File: src/rtl/stopwatch_ctrl_if.sv
// Button, count and control/status signals shared between the stopwatch controller and its counter/display.
interface stopwatch_ctrl_if;
  logic        start;
  logic        stop;
  logic        lap;
  logic [15:0] count_value;
  logic        cnt_en;
  logic        cnt_clr;
  logic        disp_hold;
  logic        scan_en;
  logic [1:0]  state;
  logic        sat;

  modport master (
    output start, stop, lap, count_value,
    input  cnt_en, cnt_clr, disp_hold, scan_en, state, sat
  );

  modport slave (
    input  start, stop, lap, count_value,
    output cnt_en, cnt_clr, disp_hold, scan_en, state, sat
  );
endinterface

File: src/rtl/stopwatch_ctrl.sv
// Stopwatch control: synchronized+debounced buttons drive an IDLE/RUN/PAUSE/LAP FSM, with tick and scan dividers.
// Latency: state changes one edge after a button event (DEB_CYCLES+3 clocks after a clean press); no backpressure.
module stopwatch_ctrl #(
  parameter int CLK_HZ     = 100_000_000,
  parameter int TICK_HZ    = 100,
  parameter int SCAN_HZ    = 400,
  parameter int DEB_CYCLES = 1_000_000,
  parameter int MAX_COUNT  = 9999
) (
  input logic             clk100MHz,
  input logic             rst,
  stopwatch_ctrl_if.slave sw
);

  localparam int DIV_T = CLK_HZ / TICK_HZ;
  localparam int DIV_S = CLK_HZ / SCAN_HZ;
  localparam int TW    = (DIV_T > 1) ? $clog2(DIV_T) : 1;
  localparam int SW    = (DIV_S > 1) ? $clog2(DIV_S) : 1;
  localparam int DW    = (DEB_CYCLES > 1) ? $clog2(DEB_CYCLES + 1) : 1;
  localparam logic [TW-1:0] T_LAST = TW'(DIV_T - 1);
  localparam logic [SW-1:0] S_LAST = SW'(DIV_S - 1);
  localparam logic [DW-1:0] D_LAST = DW'(DEB_CYCLES - 1);
  localparam logic [15:0]   MAX_C  = 16'(MAX_COUNT);

  typedef enum logic [1:0] {
    IDLE  = 2'b00,
    RUN   = 2'b01,
    PAUSE = 2'b10,
    LAP   = 2'b11
  } state_t;

  logic [TW-1:0] tdiv_q;
  logic [SW-1:0] sdiv_q;
  logic          tick;

  always_ff @(posedge clk100MHz) begin
    if (rst) begin
      tdiv_q <= '0;
      sdiv_q <= '0;
    end else begin
      tdiv_q <= (tdiv_q == T_LAST) ? '0 : tdiv_q + TW'(1);
      sdiv_q <= (sdiv_q == S_LAST) ? '0 : sdiv_q + SW'(1);
    end
  end

  assign tick       = (tdiv_q == T_LAST);
  assign sw.scan_en = (sdiv_q == S_LAST);

  // Bit order for all button vectors: [0]=stop, [1]=start, [2]=lap.
  logic [2:0]    btn_raw;
  logic [2:0]    sync1_q, sync2_q;
  logic [2:0]    acc_q, acc_prev_q;
  logic [DW-1:0] deb_q [3];
  logic [2:0]    ev;

  assign btn_raw = {sw.lap, sw.start, sw.stop};

  always_ff @(posedge clk100MHz) begin
    if (rst) begin
      sync1_q    <= '0;
      sync2_q    <= '0;
      acc_q      <= '0;
      acc_prev_q <= '0;
      for (int i = 0; i < 3; i++) deb_q[i] <= '0;
    end else begin
      sync1_q    <= btn_raw;
      sync2_q    <= sync1_q;
      acc_prev_q <= acc_q;
      for (int i = 0; i < 3; i++) begin
        if (sync2_q[i] == acc_q[i]) begin
          deb_q[i] <= '0;
        end else if (deb_q[i] == D_LAST) begin
          deb_q[i] <= '0;
          acc_q[i] <= sync2_q[i];
        end else begin
          deb_q[i] <= deb_q[i] + DW'(1);
        end
      end
    end
  end

  assign ev = acc_q & ~acc_prev_q;

  state_t state_q, state_d;
  logic   cnt_clr_q, cnt_clr_d;
  logic   sat_q, sat_d;
  logic   running;
  logic   sat_hit;

  assign running = (state_q == RUN) || (state_q == LAP);
  assign sat_hit = tick && running && (sw.count_value >= MAX_C);

  // Stop beats saturation; saturation beats start/lap. Lower-priority events are dropped.
  always_comb begin
    state_d   = state_q;
    cnt_clr_d = 1'b0;
    sat_d     = sat_q;
    if (ev[0]) begin
      case (state_q)
        IDLE:    cnt_clr_d = 1'b1;
        PAUSE: begin
          state_d   = IDLE;
          cnt_clr_d = 1'b1;
        end
        default: state_d = PAUSE;
      endcase
    end else if (sat_hit) begin
      state_d = PAUSE;
      sat_d   = 1'b1;
    end else if (ev[1]) begin
      if (state_q == IDLE || (state_q == PAUSE && !sat_q)) state_d = RUN;
    end else if (ev[2]) begin
      if (state_q == RUN)      state_d = LAP;
      else if (state_q == LAP) state_d = RUN;
    end
    if (cnt_clr_d) sat_d = 1'b0;
  end

  always_ff @(posedge clk100MHz) begin
    if (rst) begin
      state_q   <= IDLE;
      cnt_clr_q <= 1'b0;
      sat_q     <= 1'b0;
    end else begin
      state_q   <= state_d;
      cnt_clr_q <= cnt_clr_d;
      sat_q     <= sat_d;
    end
  end

  assign sw.cnt_en    = tick && running && (sw.count_value < MAX_C);
  assign sw.cnt_clr   = cnt_clr_q;
  assign sw.disp_hold = (state_q == LAP);
  assign sw.state     = state_q;
  assign sw.sat       = sat_q;

endmodule

File: src/flat_wrapper.sv
// flat-port wrapper written by rule: the top's interface ports become plain ports
module stopwatch_ctrl_flat 
#(
  parameter int CLK_HZ     = 100_000_000,
  parameter int TICK_HZ    = 100,
  parameter int SCAN_HZ    = 400,
  parameter int DEB_CYCLES = 1_000_000,
  parameter int MAX_COUNT  = 9999
)
  (clk100MHz, rst, sw_start, sw_stop, sw_lap, sw_count_value, sw_cnt_en, sw_cnt_clr, sw_disp_hold, sw_scan_en, sw_state, sw_sat);
  stopwatch_ctrl_if sw_i ();
  input logic clk100MHz;
  input logic rst;
  input wire logic [$bits(sw_i.start)-1:0] sw_start;
  input wire logic [$bits(sw_i.stop)-1:0] sw_stop;
  input wire logic [$bits(sw_i.lap)-1:0] sw_lap;
  input wire logic [$bits(sw_i.count_value)-1:0] sw_count_value;
  output wire logic [$bits(sw_i.cnt_en)-1:0] sw_cnt_en;
  output wire logic [$bits(sw_i.cnt_clr)-1:0] sw_cnt_clr;
  output wire logic [$bits(sw_i.disp_hold)-1:0] sw_disp_hold;
  output wire logic [$bits(sw_i.scan_en)-1:0] sw_scan_en;
  output wire logic [$bits(sw_i.state)-1:0] sw_state;
  output wire logic [$bits(sw_i.sat)-1:0] sw_sat;
  assign sw_i.start = sw_start;
  assign sw_i.stop = sw_stop;
  assign sw_i.lap = sw_lap;
  assign sw_i.count_value = sw_count_value;
  assign sw_cnt_en = sw_i.cnt_en;
  assign sw_cnt_clr = sw_i.cnt_clr;
  assign sw_disp_hold = sw_i.disp_hold;
  assign sw_scan_en = sw_i.scan_en;
  assign sw_state = sw_i.state;
  assign sw_sat = sw_i.sat;
  stopwatch_ctrl #(.CLK_HZ(CLK_HZ), .TICK_HZ(TICK_HZ), .SCAN_HZ(SCAN_HZ), .DEB_CYCLES(DEB_CYCLES), .MAX_COUNT(MAX_COUNT)) u_core (.clk100MHz(clk100MHz), .rst(rst), .sw(sw_i));
endmodule
File: config.mk
export PLATFORM = sky130hd
export DESIGN_NAME = stopwatch_ctrl_flat
export DESIGN_NICKNAME = d
export VERILOG_FILES = /design/src/rtl/stopwatch_ctrl_if.sv /design/src/rtl/stopwatch_ctrl.sv /design/src/flat_wrapper.sv
export SDC_FILE = /design/constraint.sdc
export NUM_CORES = 1
export LEC_CHECK = 0
export CAP_MARGIN = 10
export CORE_MARGIN = 1.5
export CORE_UTILIZATION = 45
export DETAILED_ROUTE_END_ITERATION = 7
export MAX_ROUTING_LAYER = met4
export PLACE_DENSITY = 0.7
export SYNTH_ARGS = -nofsm -noshare
export SYNTH_HDL_FRONTEND = slang
export SYNTH_SLANG_ARGS = --single-unit
File: constraint.sdc
create_clock -name clk100MHz -period 2.2 [get_ports clk100MHz]
set_input_delay 0.44 -clock clk100MHz [delete_from_list [all_inputs] [get_ports clk100MHz]]
set_output_delay 0.44 -clock clk100MHz [all_outputs]
set_load 0.005 [all_outputs]
### After elaboration in Yosys (flattened, before gate mapping)

Memories as Yosys holds them, arrays and structs flattened.
Index checks and enable logic that the tools add are counted.

* register bits: 54
* bits in writable memories: 60
* logic and storage cells: 120
* memories kept: 1

* add/sub/neg operators: 5
* magnitude comparators: 2
* equality and inequality tests: 13
* muxes and demuxes: 54
* bitwise logic cells: 15
* reductions and logical operators: 19

Memories
* u_core.deb_q: words 3, width 20, rd ports 3, clocked after memory_dff 0, write ports 3, line stopwatch_ctrl.sv:53 `logic [DW-1:0] deb_q [3];`

Operator list (count)
* 20-bit 2-to-1 mux: 9
* 20-bit by 1-bit adder with 20-bit output (second input constant): 4
* 20-bit equality test (second input constant): 4
* 1-bit 2-to-1 mux: 37
* 18-bit by 1-bit adder with 18-bit output (second input constant): 1
* 18-bit equality test (second input constant): 1
* 16-bit by 14-bit greater-or-equal comparator with 1-bit output (second input constant): 1
* 16-bit by 14-bit less-than comparator with 1-bit output (second input constant): 1
* 2-bit 2-to-1 mux: 7
* 1-bit bitwise OR: 9
* 2-bit AND reduction: 4
* 2-bit OR reduction: 4
* 5-bit nonzero test: 1
* 2-bit equality test (second input constant): 2
* 1-bit logical AND: 4
* 4-bit inequality test (second input constant): 1
* 1-bit inverter: 4
* 2-bit one-hot mux with 2 select lines: 1
* 4-bit AND reduction: 1
* 4-bit nonzero test: 1
* 3-bit AND: 1
* 1-bit equality test: 3
* 3-bit inverter: 1
* 2-bit by 1-bit equality test with 1-bit output (second input constant): 1
* other kinds (4): 5

### Depth between registers and ports, before layout

Gate-level depths: netlist of the first run.

* depth after elaboration: 7
* gate-level depth with buffers: 6
* depth with buffers taken out: 5

### Worst setup path before layout of the first run

OpenSTA, ideal clock, no wires.

* path kind: flip-flop to flip-flop
* start: memory u_core.deb_q[1][7] in the netlist's numbering
* end: memory u_core.deb_q[1][2] in the netlist's numbering, data pin
* setup time: 257 ps
* data arrival time: 1861 ps
* path slack: 82 ps
* cell stages (with the launch flop): 6
* buffers on the path: 1
* path through: edfxtp_1 > or4b_1 > or4_1 > o211ai_1 > buf_2 > nor2_1

RTL lines (line)
* start: declaration: stopwatch_ctrl.sv:53

### Final worst setup path of the first run

* start: register u_core.tdiv_q[18]
* end: output port sw_cnt_en

* word-level cells in the longest chain between the ends: 3

Ends and longest elaborated chain
* start: declaration: line stopwatch_ctrl.sv:32 `logic [TW-1:0] tdiv_q;`
* start signal: assignment: line stopwatch_ctrl.sv:41 `tdiv_q <= (tdiv_q == T_LAST) ? '0 : tdiv_q + TW'(1);`
* 20-bit equality test: line stopwatch_ctrl.sv:46 `assign tick = (tdiv_q == T_LAST);`
* 1-bit logical AND (2 in a row): line stopwatch_ctrl.sv:131 `assign sw.cnt_en = tick && running && (sw.count_value < MAX_C);`
* end: declaration: line flat_wrapper.sv:18 `output wire logic [$bits(sw_i.cnt_en)-1:0] sw_cnt_en;`

Every way passes these cells.

==> results of run 1 <==
## worst paths after layout
kind / end / slack [ns] / depth (start not counted)
worst max-delay path: sw_cnt_en / -0.30 / 5
worst min-delay path: u_core.sync2_q[0] / 0.45 / 1
worst max register to register: u_core.deb_q[1][12] / -0.17 / 6
worst min register to register: u_core.sync2_q[0] / 0.45 / 1
## sequential cells by signal, indices dropped and copies added (netlist names)
signal	flops
u_core.deb_q	60
u_core.tdiv_q	20
u_core.sdiv_q	18
u_core.acc_prev_q	3
u_core.acc_q	3
u_core.sync1_q	3
u_core.sync2_q	3
u_core.sw.state	2
u_core.sw.cnt_clr	1
u_core.sw.sat	1
## final cells by class
cell class	count	area, um2
Multi-Input combinational cell	491	3040
Tap cell	168	210
Clock inverter	5	27.5
Fill cell	994	4540
Sequential cell	114	2890
Inverter	23	86.3
Clock buffer	27	514
Timing Repair Buffer	98	848
## cells by family after synthesis
kind of cell / Yosys count
and+or+nand+nor: 281
DFF: 114
AOI/OAI and AO/OA: 84
xor gates and xnor gates: 61
buffers and inverters: 37
adders and majority gates: 5
other: 1
## where the power goes
part | switching (uW) | total, uW | internal [uW] | leakage, uW
combinational | 130 | 255 | 126 | 0.00138
sequential | 49.6 | 2350 | 2300 | 0.00106
clock | 903 | 2490 | 1590 | 0.000266
total | 1080 | 5100 | 4010 | 0.00271
## metal layers
metal | global-route usage, % | part of all wire, % | vias to the layer above
met5 | - | 0 | -
met4 | 8.72 | 1.3 | 0
met3 | 5.27 | 3.5 | 17
met2 | 33.3 | 50 | 73
met1 | 23.2 | 45 | 2217
li1 | - | - | 2416
## cell usage in the layout, fill, tap and decap left out, types with 14 or more instances in the layout
master,synthesis,layout
or4_1,19,14
clkdlybuf4s50_1,0,25
a21oi_1,36,27
dfxtp_1,54,49
buf_4,0,66
conb_1,1,60
or3_1,21,21
o21ai_0,21,21
nand3_1,35,35
xnor2_1,30,30
nand2_1,30,29
inv_1,23,23
nor2_1,79,67
clkbuf_16,0,18
nand4_1,23,23
edfxtp_1,60,60
xor2_1,31,31
o31ai_1,16,15
## per-stage QoR
| step | area (um2) | hold WS (ns) |
|---|---|---|
| finish | 7620 | 0.445 |
| global route | 7620 | 0.466 |
| CTS | 7520 | 0.449 |
| detailed placement | 6780 | 0.428 |
| global placement | 6780 | 0.429 |
| floorplan | 5890 | 0.414 |
## what timing repair did
action	4_1_cts	5_1_grt
pin swaps	10	13
hold buffers	0	0
gates resized for setup	42	24
setup buffers	5	2
endpoints found under the setup margin	30	44
gates cloned	3	0
==> flow_summary.toml, run 1 <==
[detailed_routing]
dr.pass1.iters = 5
initialDrtViolationCount = 255
detail-route-antenna-nets = 0
vias = 4723
drc = 0
routed_wl_um = 12000
wl_per_cell_um = 13.0
post_drt_via_cell_ratio = 5.10

[critical_path]
critPathKind = "reg -> out"
required_ns = 1.76
critPathBufInv = 1
slowest_delay_ns = 0.48
crit_chain = "nand2_2, or4_4, or4_4, nor3_4, buf_2"
rr_startpoint = "u_core.deb_q[1][8]"
cp_common_cell = "or4_4"
critPathLaunchType = "flop"
cp_slowest_cell = "or4_4"
cp-end-kind = "output port"
startpoint = "u_core.tdiv_q[18]"
worst-path-max-fanout = 2
crit_family = "simple AND/OR/NAND/NOR gates"
worstPathArrival_ns = 2.06

[min_path]
hp-class = "reg -> reg"
min_from = "u_core.sync1_q[0]"

[clocking]
clock_latency_ns = 0.41
clk_pin_slew_worst_paths_ns = 0.05
cts_tree = "done"
numCtsBuffers = 17
clockBufferDepth = 2
h-tree-depth = 4
clockRootBuffer = "clkbuf_16"
clkSinkCount = 114

[placed_design]
routabilityCongestion = 0.799
pre_cts_slack_ns = -0.348
hpwl_um = 8230
place_inst = 884
io_buffers = 27

[global_routing]
grt_usage_pct = 20.2
grt_max_degree = 21
gr-total-overflow = 0
grt_first_pass_wirelength_um = 20300
grt_pass1_vias = 4612
antenna_found_initial = 0

[yosys]
yosysTopAreaCell = "edfxtp_1"
ys_top_cells_by_count = "nor2_1 (79), edfxtp_1 (60), dfxtp_1 (54)"
ys_types = 40
ys_ff_latch = 114
netlist_top_cells_area = "edfxtp_1 (32%), dfxtp_1 (19%), nor2_1 (5.2%)"
synthMuxAreaShare_pct = 0
synth_adder_area_share_pct = 1.10
yosysTopAreaCellShare_pct = 31.8
synth_top_family_by_area = "simple AND/OR/NAND/NOR gates"
seq_area_frac_synth_pct = 50.9
synth.most_common_cell = "nor2_1"
postSynthCellCount = 583
synthSimpleGateAreaFrac_pct = 27.1
synth_compound_area_share_pct = 8.90
syn_area_mm2 = 0.00567
yosysWarnings = 0
async_reset_ff_share_pct = 0
syn_area_per_cell_um2 = 9.72
synth_edf_count = 60
synth-xor-area-share_pct = 9.43
ys.flop_type = "edfxtp_1"

[floorplanning]
initial_core_util_pct = 46.6
rows = 40
die_w_um = 115
fp.coreArea_mm2 = 0.0122
die_y_um = 115
die_area_mm2 = 0.0133
io_pins = 28

[outcome]
outcome = "finished, violations left"
violations = "negative setup slack"

[finish]
instances_no_fill = 926
n_antenna_cell = 0
drive_above_1_share_pct = 19.4
layout.nets = 771
fin_util_pct = 62.7
synthToLayoutAreaGrowth_pct = 34.5

[timing]
finalSetupTns_ns = -3.18
finalCriticalPeriod_ns = 2.50
fmax_ghz = 0.400
setup_violations = 21
hold_viol_final = 0
period_share_pct = 114
layout_setup_ws_ns = -0.299
fin_skew_ns = 0.00880
maxSlewViolCount = 0
rsz0062_at_grt = "true"

[power]
power_density_mw_per_mm2 = 669
total_power_uw = 5100
ir_drop_v = 0.000719
leakage_uw = 0.00271

[run]
cap_violations = 0
Power figures use the tool's default switching activity.
==> run 2, diff against run 1 <==
- ABC_CLOCK_PERIOD_IN_PS: default -> 2200
==> results of run 2 <==
Same layout as run 1: the final DEF is identical, and so are final timing and power.
